File: src/rtl/trap_request_arbiter.sv
// Trap request arbiter: picks one trap per event from ID/EX/MEM exceptions and the
// external interrupt, issues the request pulse and flushes until the redirect returns.
module trap_request_arbiter #(
  parameter int unsigned SYNC_STAGES = 2,
  parameter logic [31:0] INTR_CAUSE  = 32'h8000_000B
) (
  input  logic        clk,
  input  logic        rstn,
  input  logic        intr_async,
  input  logic        mstatus_mie,
  input  logic        mie_meie,
  input  logic        id_exc_v,
  input  logic [31:0] id_exc_cause,
  input  logic [31:0] id_pc,
  input  logic        ex_exc_v,
  input  logic [31:0] ex_exc_cause,
  input  logic [31:0] ex_pc,
  input  logic        mem_exc_v,
  input  logic [31:0] mem_exc_cause,
  input  logic [31:0] mem_pc,
  input  logic [31:0] intr_pc,
  input  logic        mret_commit,
  input  logic        take_trap,
  output logic        intr_synced,
  output logic        take_trap_raw,
  output logic        trap_set,
  output logic [31:0] trap_cause,
  output logic [31:0] trap_pc,
  output logic        cu_intr_ack,
  output logic        flush_pipe,
  output logic        in_handler,
  output logic        redir_err
);

  // state      | meaning
  // IDLE       | no trap in flight; arbitrate requests
  // ISSUE      | request pulse out; redirect may return this cycle
  // WAIT_REDIR | one-cycle grace for a late redirect, else flag redir_err
  typedef enum logic [1:0] {
    ST_IDLE       = 2'd0,
    ST_ISSUE      = 2'd1,
    ST_WAIT_REDIR = 2'd2
  } state_t;

  state_t                 r_state;
  logic [SYNC_STAGES-1:0] r_sync;
  logic                   r_is_intr;
  logic                   r_take_trap_raw;
  logic                   r_trap_set;
  logic [31:0]            r_trap_cause;
  logic [31:0]            r_trap_pc;
  logic                   r_cu_intr_ack;
  logic                   r_flush_pipe;
  logic                   r_in_handler;
  logic                   r_redir_err;

  logic                   w_intr_elig;
  logic                   w_req_any;
  logic [31:0]            w_sel_cause;
  logic [31:0]            w_sel_pc;
  logic                   w_sel_intr;

  always_ff @(posedge clk or negedge rstn) begin
    if (!rstn) begin
      r_sync <= '0;
    end else begin
      r_sync <= {r_sync[SYNC_STAGES-2:0], intr_async};
    end
  end

  assign intr_synced = r_sync[SYNC_STAGES-1];
  assign w_intr_elig = intr_synced & mstatus_mie & mie_meie & ~r_in_handler;
  assign w_req_any   = mem_exc_v | ex_exc_v | id_exc_v | w_intr_elig;

  // Oldest faulting stage wins; the interrupt only when no exception is pending.
  always_comb begin
    w_sel_cause = INTR_CAUSE;
    w_sel_pc    = intr_pc;
    w_sel_intr  = 1'b1;
    if (mem_exc_v) begin
      w_sel_cause = mem_exc_cause;
      w_sel_pc    = mem_pc;
      w_sel_intr  = 1'b0;
    end else if (ex_exc_v) begin
      w_sel_cause = ex_exc_cause;
      w_sel_pc    = ex_pc;
      w_sel_intr  = 1'b0;
    end else if (id_exc_v) begin
      w_sel_cause = id_exc_cause;
      w_sel_pc    = id_pc;
      w_sel_intr  = 1'b0;
    end
  end

  always_ff @(posedge clk or negedge rstn) begin
    if (!rstn) begin
      r_state         <= ST_IDLE;
      r_is_intr       <= 1'b0;
      r_take_trap_raw <= 1'b0;
      r_trap_set      <= 1'b0;
      r_trap_cause    <= '0;
      r_trap_pc       <= '0;
      r_cu_intr_ack   <= 1'b0;
      r_flush_pipe    <= 1'b0;
      r_in_handler    <= 1'b0;
      r_redir_err     <= 1'b0;
    end else begin
      r_take_trap_raw <= 1'b0;
      r_trap_set      <= 1'b0;
      r_cu_intr_ack   <= 1'b0;
      // A redirect below overrides this clear in the same cycle.
      if (mret_commit) begin
        r_in_handler <= 1'b0;
      end
      case (r_state)
        ST_IDLE: begin
          r_flush_pipe <= 1'b0;
          if (w_req_any) begin
            r_state         <= ST_ISSUE;
            r_trap_cause    <= w_sel_cause;
            r_trap_pc       <= w_sel_pc;
            r_is_intr       <= w_sel_intr;
            r_take_trap_raw <= 1'b1;
            r_trap_set      <= 1'b1;
            r_flush_pipe    <= 1'b1;
          end
        end
        ST_ISSUE: begin
          if (take_trap) begin
            r_state       <= ST_IDLE;
            r_flush_pipe  <= 1'b0;
            r_in_handler  <= 1'b1;
            r_cu_intr_ack <= r_is_intr;
          end else begin
            r_state      <= ST_WAIT_REDIR;
            r_flush_pipe <= 1'b1;
          end
        end
        ST_WAIT_REDIR: begin
          r_state      <= ST_IDLE;
          r_flush_pipe <= 1'b0;
          if (take_trap) begin
            r_in_handler  <= 1'b1;
            r_cu_intr_ack <= r_is_intr;
          end else begin
            r_redir_err <= 1'b1;
          end
        end
        default: begin
          r_state      <= ST_IDLE;
          r_flush_pipe <= 1'b0;
        end
      endcase
    end
  end

  assign take_trap_raw = r_take_trap_raw;
  assign trap_set      = r_trap_set;
  assign trap_cause    = r_trap_cause;
  assign trap_pc       = r_trap_pc;
  assign cu_intr_ack   = r_cu_intr_ack;
  assign flush_pipe    = r_flush_pipe;
  assign in_handler    = r_in_handler;
  assign redir_err     = r_redir_err;

endmodule

File: config.mk
export PLATFORM = sky130hd
export DESIGN_NAME = trap_request_arbiter
export DESIGN_NICKNAME = d
export VERILOG_FILES = /design/src/rtl/trap_request_arbiter.sv
export SDC_FILE = /design/constraint.sdc
export NUM_CORES = 1
export LEC_CHECK = 0
export ABC_AREA = 1
export BUFFER_PORTS_ARGS = -buffer_cell sky130_fd_sc_hd__buf_2
export CORE_AREA = 8 8 112 114
export CTS_CLUSTER_DIAMETER = 100
export DETAILED_ROUTE_END_ITERATION = 8
export DIE_AREA = 0 0 120 122
export GPL_TIMING_DRIVEN = 0
export HOLD_SLACK_MARGIN = 0.05
export PLACE_DENSITY = 0.9
export SLEW_MARGIN = 20
export SYNTH_ARGS = -nofsm -noshare
export SYNTH_HDL_FRONTEND = slang
export SYNTH_SLANG_ARGS = --single-unit
File: constraint.sdc
create_clock -name clk -period 3 [get_ports clk]
set_input_delay 0.6 -clock clk [delete_from_list [all_inputs] [get_ports clk]]
set_output_delay 0.6 -clock clk [all_outputs]
set_load 0.005 [all_outputs]
* Word level (Yosys, flattened, before mapping)
Index checks and enable logic that the tools add are counted.
** Storage, ports and cells
- Bits of input ports :: 234
- Output and inout port bits :: 71
- Word-level logic and storage cells :: 46
- Bits in registers :: 74
** Operators by class
- Bitwise gates (word level) :: 8
- Reductions and logical operators :: 4
- Eq/ne operators :: 3
- Mux-type cells :: 21
** Operators by type and width (number)
- 32-bit 2-to-1 mux :: 6
- 1-bit 2-to-1 mux :: 11
- 2-bit 2-to-1 mux :: 2
- 2-bit one-hot mux with 2 select lines :: 1
- 2-bit AND reduction :: 2
- 1-bit AND :: 3
- 1-bit bitwise OR :: 3
- 2-bit by 1-bit == test with 1-bit output (second input constant) :: 1
- 2-bit == test (second input constant) :: 1
- 2-bit logical NOT :: 1
- 2-bit != test (second input constant) :: 1
- 1-bit inverter :: 2
- 1-bit one-hot mux with 2 select lines :: 1
- 2-bit OR reduction :: 1

* Logic depth before layout (Yosys ltp)
- Depth in word-level cells :: 6
- Depth in mapped cells :: 10
- Depth with buffers taken out :: 8

* Least setup slack after synthesis
Ideal clock, no wire load.
- Path type :: input to register
- From :: input id_exc_v
- To :: register r_trap_pc[10] (netlist: trap_pc[10])
- Required time :: 2.883 ns
- Arrival :: 1.451 ns
- Setup time :: 0.117 ns
- Path buffers :: 2
- Slack :: 1.433 ns
- Cell stages on the path :: 10
- Path through :: buf_2 -> nor2_2 -> nand2_2 -> inv_2 -> nand2_2 -> nand2_4 -> inv_4 -> buf_2 -> nand2_1 -> nand2_1
** On the way
- Cells in the longest elaborated chain, start to end :: 3
- Elaborated cells between the ends (all ways) :: 6
- Those cells by class :: mux: 3; bitwise: 2; reduce/logical: 1
** RTL lines
- start, declared :: RTL line 12 : input logic id_exc_v,
- 32-bit 2-to-1 mux / 1-bit bitwise OR (equally long branches) :: RTL line 88, 73
- 32-bit 2-to-1 mux / 1-bit bitwise OR (equally long branches) :: RTL line 84, 73
- 32-bit 2-to-1 mux / 2-bit AND reduction (equally long branches)
- end signal, assigned :: RTL line 121 : r_trap_pc <= w_sel_pc;
- end, declared :: RTL line 51 : logic [31:0] r_trap_pc;
Several ways; a longest one is shown, not always the timed one.
A chain may end at the register's enable or synchronous reset.

* Final worst setup path
- From :: input mem_exc_v
- To :: register r_trap_pc[0] (netlist: trap_pc[0])
** On the way
- Cells in the longest elaborated chain, start to end :: 4
- Elaborated cells between the ends (all ways) :: 5
- Those cells by class :: mux: 1; bitwise: 3; reduce/logical: 1
** RTL lines
- start, declared :: RTL line 18 : input logic mem_exc_v,
- 1-bit bitwise OR (3 in a row) :: RTL line 73 : assign w_req_any = mem_exc_v | ex_exc_v | id_exc_v | w_intr_elig;
- 2-bit AND reduction (no source line)
Several ways; a longest one is shown, not always the timed one.

==> reports/results.txt <==
The final-report max-slew violation count was 0; the first-pass GRT wire length was 28,900 µm. TritonCTS built the clock tree. The clock slew seen by the registers of the worst setup and hold paths came out at 0.08 ns. The logs give 1.99 ns for the worst endpoint data arrival time and 0 for the total number of yosys warnings.

After synthesis the cells add up to 4586 µm². The number of antenna diodes in the final layout is 0. Once the clock tree was built, the setup fixing pass inserted 0 buffers. The floorplan has 38 rows. Across all setup checks in the final design, the least slack found is 1.302 ns.

The remaining max-slew budget at the tightest pin is 59.19%, and the deepest clock path buffer count is 2. For this run, design rule violations remaining after detail routing come to 0. The kind of start point of the critical path was an input port.

The top cell types in the final layout, fill and taps aside, are 338 x nand2_1, 316 x buf_2, 74 x dfrtp_1. The number of input and output port buffers inserted is 303. Summed over all failing endpoints, the final setup total negative slack is 0 ns.

The clock latency on the worst-skew pair is 0.36 ns, and the fraction of final layout cells with drive strength greater than 1 is 36.59%. The average instance in the mapped netlist occupies 6.714 µm². Summed over all layers, the routed wires come to 18,550 µm. Setup repair after global routing left no endpoint under its margin. The worst clock skew is 0.01409 ns, and the area of the placeable core is 10,700 µm². The logs give 0 for the initial antenna violation count and 0 for the number of gates given a new drive strength after cts. The logs give 0.0003040 V for the worst IR drop on VDD and 0 for the hold-fix buffer count after cts.

After synthesis, the cell types taking the most area are dfrtp_1 40%, nand2_1 28%, nand3_1 7.4%. Compared with the post-synthesis result, the final layout area differs by 42.48%. The run gives 3.742 nW as the static leakage power.

The multi-input combinational cells in the finished layout cover a total of 2387 µm². The library cell used most frequently in the layout, excluding fill and tap cells, is nand2_1. The placed wire-length estimate after detailed placement is 15,060 µm.

Data on the critical path is required at its endpoint by 3.29 ns. After detailed routing, the average wire length per cell comes to 16.23 µm. The weighted congestion reported at the end of routability-driven placement is 0.8907, and the cell count after synthesis is 683. Count of endpoints failing hold in the final timing report: 0. In this run the horizontal extent of the chip is 120 µm. The mean number of vias per cell was 4.955; the number of global-route vias before repair was 5,723. The path class of the tightest hold or removal check is input port to async pin.

The tools report the pre-CTS setup slack as 0.9236 ns. TritonCTS created 9 clock buffers. The worst register-to-register path has a depth of 7.

The type of the worst setup path was input port to flop. Of the synthesized area, sequential elements account for 40.38%. Of all nets on the critical path, the largest fanout is 10.

The net count reported at finish came out at 1,235. Yosys mapped the design onto 29 distinct sky130hd cell types. Cells fill 61.08% of the core in the end. The run gives 5,664 as the count of vias placed by the detailed router. The actual slew at the worst max-slew pin came out at 0.6122 ns.

For the max capacitance violation total, the log shows 0. The nature of the critical path endpoint was a flop. The period utilization is 56.61%, and the number of detailed-route iterations in the first pass is 5. For the number of sinks driven by the clock tree, the log shows 74.

Setup violations remaining at the end of the flow were counted as 0. For this design the top-level I/O count stands at 305. The root buffer cell is clkbuf_8.

The count of nets left with antenna violations once routing finished came out at 0. In this run the number of H-tree levels came out at 3. For this design the ratio of total power to cell area is 719.5 nW/µm².

For the all-layer global routing usage, the log shows 24.73%. Overall power consumption after layout is estimated at 0.004701 W. Counting every net in the synthesized netlist gives 920. dfrtp_1 takes more of the synthesized area than any other cell. The routed design could run at a clock period as short as 1.698 ns.

On the final layout, the worst hold slack is 0.1589 ns. The flip-flop and latch count after synthesis is 74, and the area of the die is 14,640 µm². Derived from the worst setup path, the maximum achievable clock frequency is 588.9 MHz.

After the first detailed-routing iteration, the DRC count stood at 390. Initial cell density of the core: 42.87%. The flow ran to the end, and the final reports show no timing, DRC or antenna violations. Registers take 1852 µm². The filler cells instantiated in the layout total 1,043.

Summed over all layers, the global routing overflow is 0. The area share of the largest cell type after synthesis was 40.38%; the maximum number of pins on one net before global-route repair was 48. The y dimension of the die came out at 122 µm.
==> power by group <==
group	leakage [nW]	switching (W)	internal (W)
Clock	0.109	0.000395	0.000492
Sequential	0.909	0.000245	0.00147
Combinational	2.72	0.00119	0.000912
==> stage by stage <==
| stage | cell area, µm² | std cells |
|---|---|---|
| final | 6534 | 1143 |
| after global routing | 6534 | 1143 |
| after CTS | 6534 | 1143 |
| after detailed placement | 6307 | 1127 |
| after global placement | 6277 | 1126 |
| after floorplan | 4586 | 683 |
==> sequential cells by signal (all words and copies together) (netlist names) <==
signal       count
cu_intr_ack      1
flush_pipe       1
in_handler       1
r_is_intr        1
r_state          2
r_sync           2
redir_err        1
trap_cause      32
trap_pc         32
trap_set         1
==> Yosys cell counts (all sizes together) <==
cell,count
a21oi,28
clkbuf,16
nor2,5
buf,32
ha,3
o22ai,1
inv,18
nand3,68
nand2,341
or2,36
o21ai,59
a21o,1
nand4,1
dfrtp,74
==> metal layers <==
metal	global-route usage [%]	wire length, µm
met5	0	0
met4	9.758	467
met3	6.386	1620
met2	42.86	9177
met1	28.82	7288
==> cells by family after synthesis <==
group | synth area share, %
AO/OA/AOI/OAI | 9.959
buffers and inverters | 7.558
adder cells (fa/ha/maj) | 0.8186
AND/OR/NAND/NOR | 41.28
flip-flops | 40.38
==> worst max-delay path, cell delays in order <==
cell      delay (ns)
buf_2           0.11
inv_1           0.08
buf_2           0.24
clkbuf_1        0.51
nand3_1         0.24
nand2_1         0.11
nand2_1         0.05
nand2_1         0.05
==> path summary, 6_finish.rpt <==
check / from / endpoint / slack (ns)
worst max-delay path: mem_exc_v / trap_pc[0] / 1.30
worst min-delay path: rstn / trap_pc[4] / 0.16
worst max register to register: r_state[0] / trap_pc[8] / 1.53
worst min register to register: r_sync[0] / r_sync[1] / 0.38
max in group asynchronous: rstn / trap_cause[26] / 2.27
min in group clk: intr_async / r_sync[0] / 0.34
==> final cells by class <==
class | instances | area share, %
Inverter | 18 | 1.072
Timing Repair Buffer | 304 | 23.67
Clock inverter | 6 | 1.360
Clock buffer | 10 | 2.106
Multi-Input combinational cell | 543 | 36.54
Tap cell | 140 | 2.681
Sequential cell | 74 | 28.34
Buffer | 48 | 4.232
(Power assumes the default switching activity.)
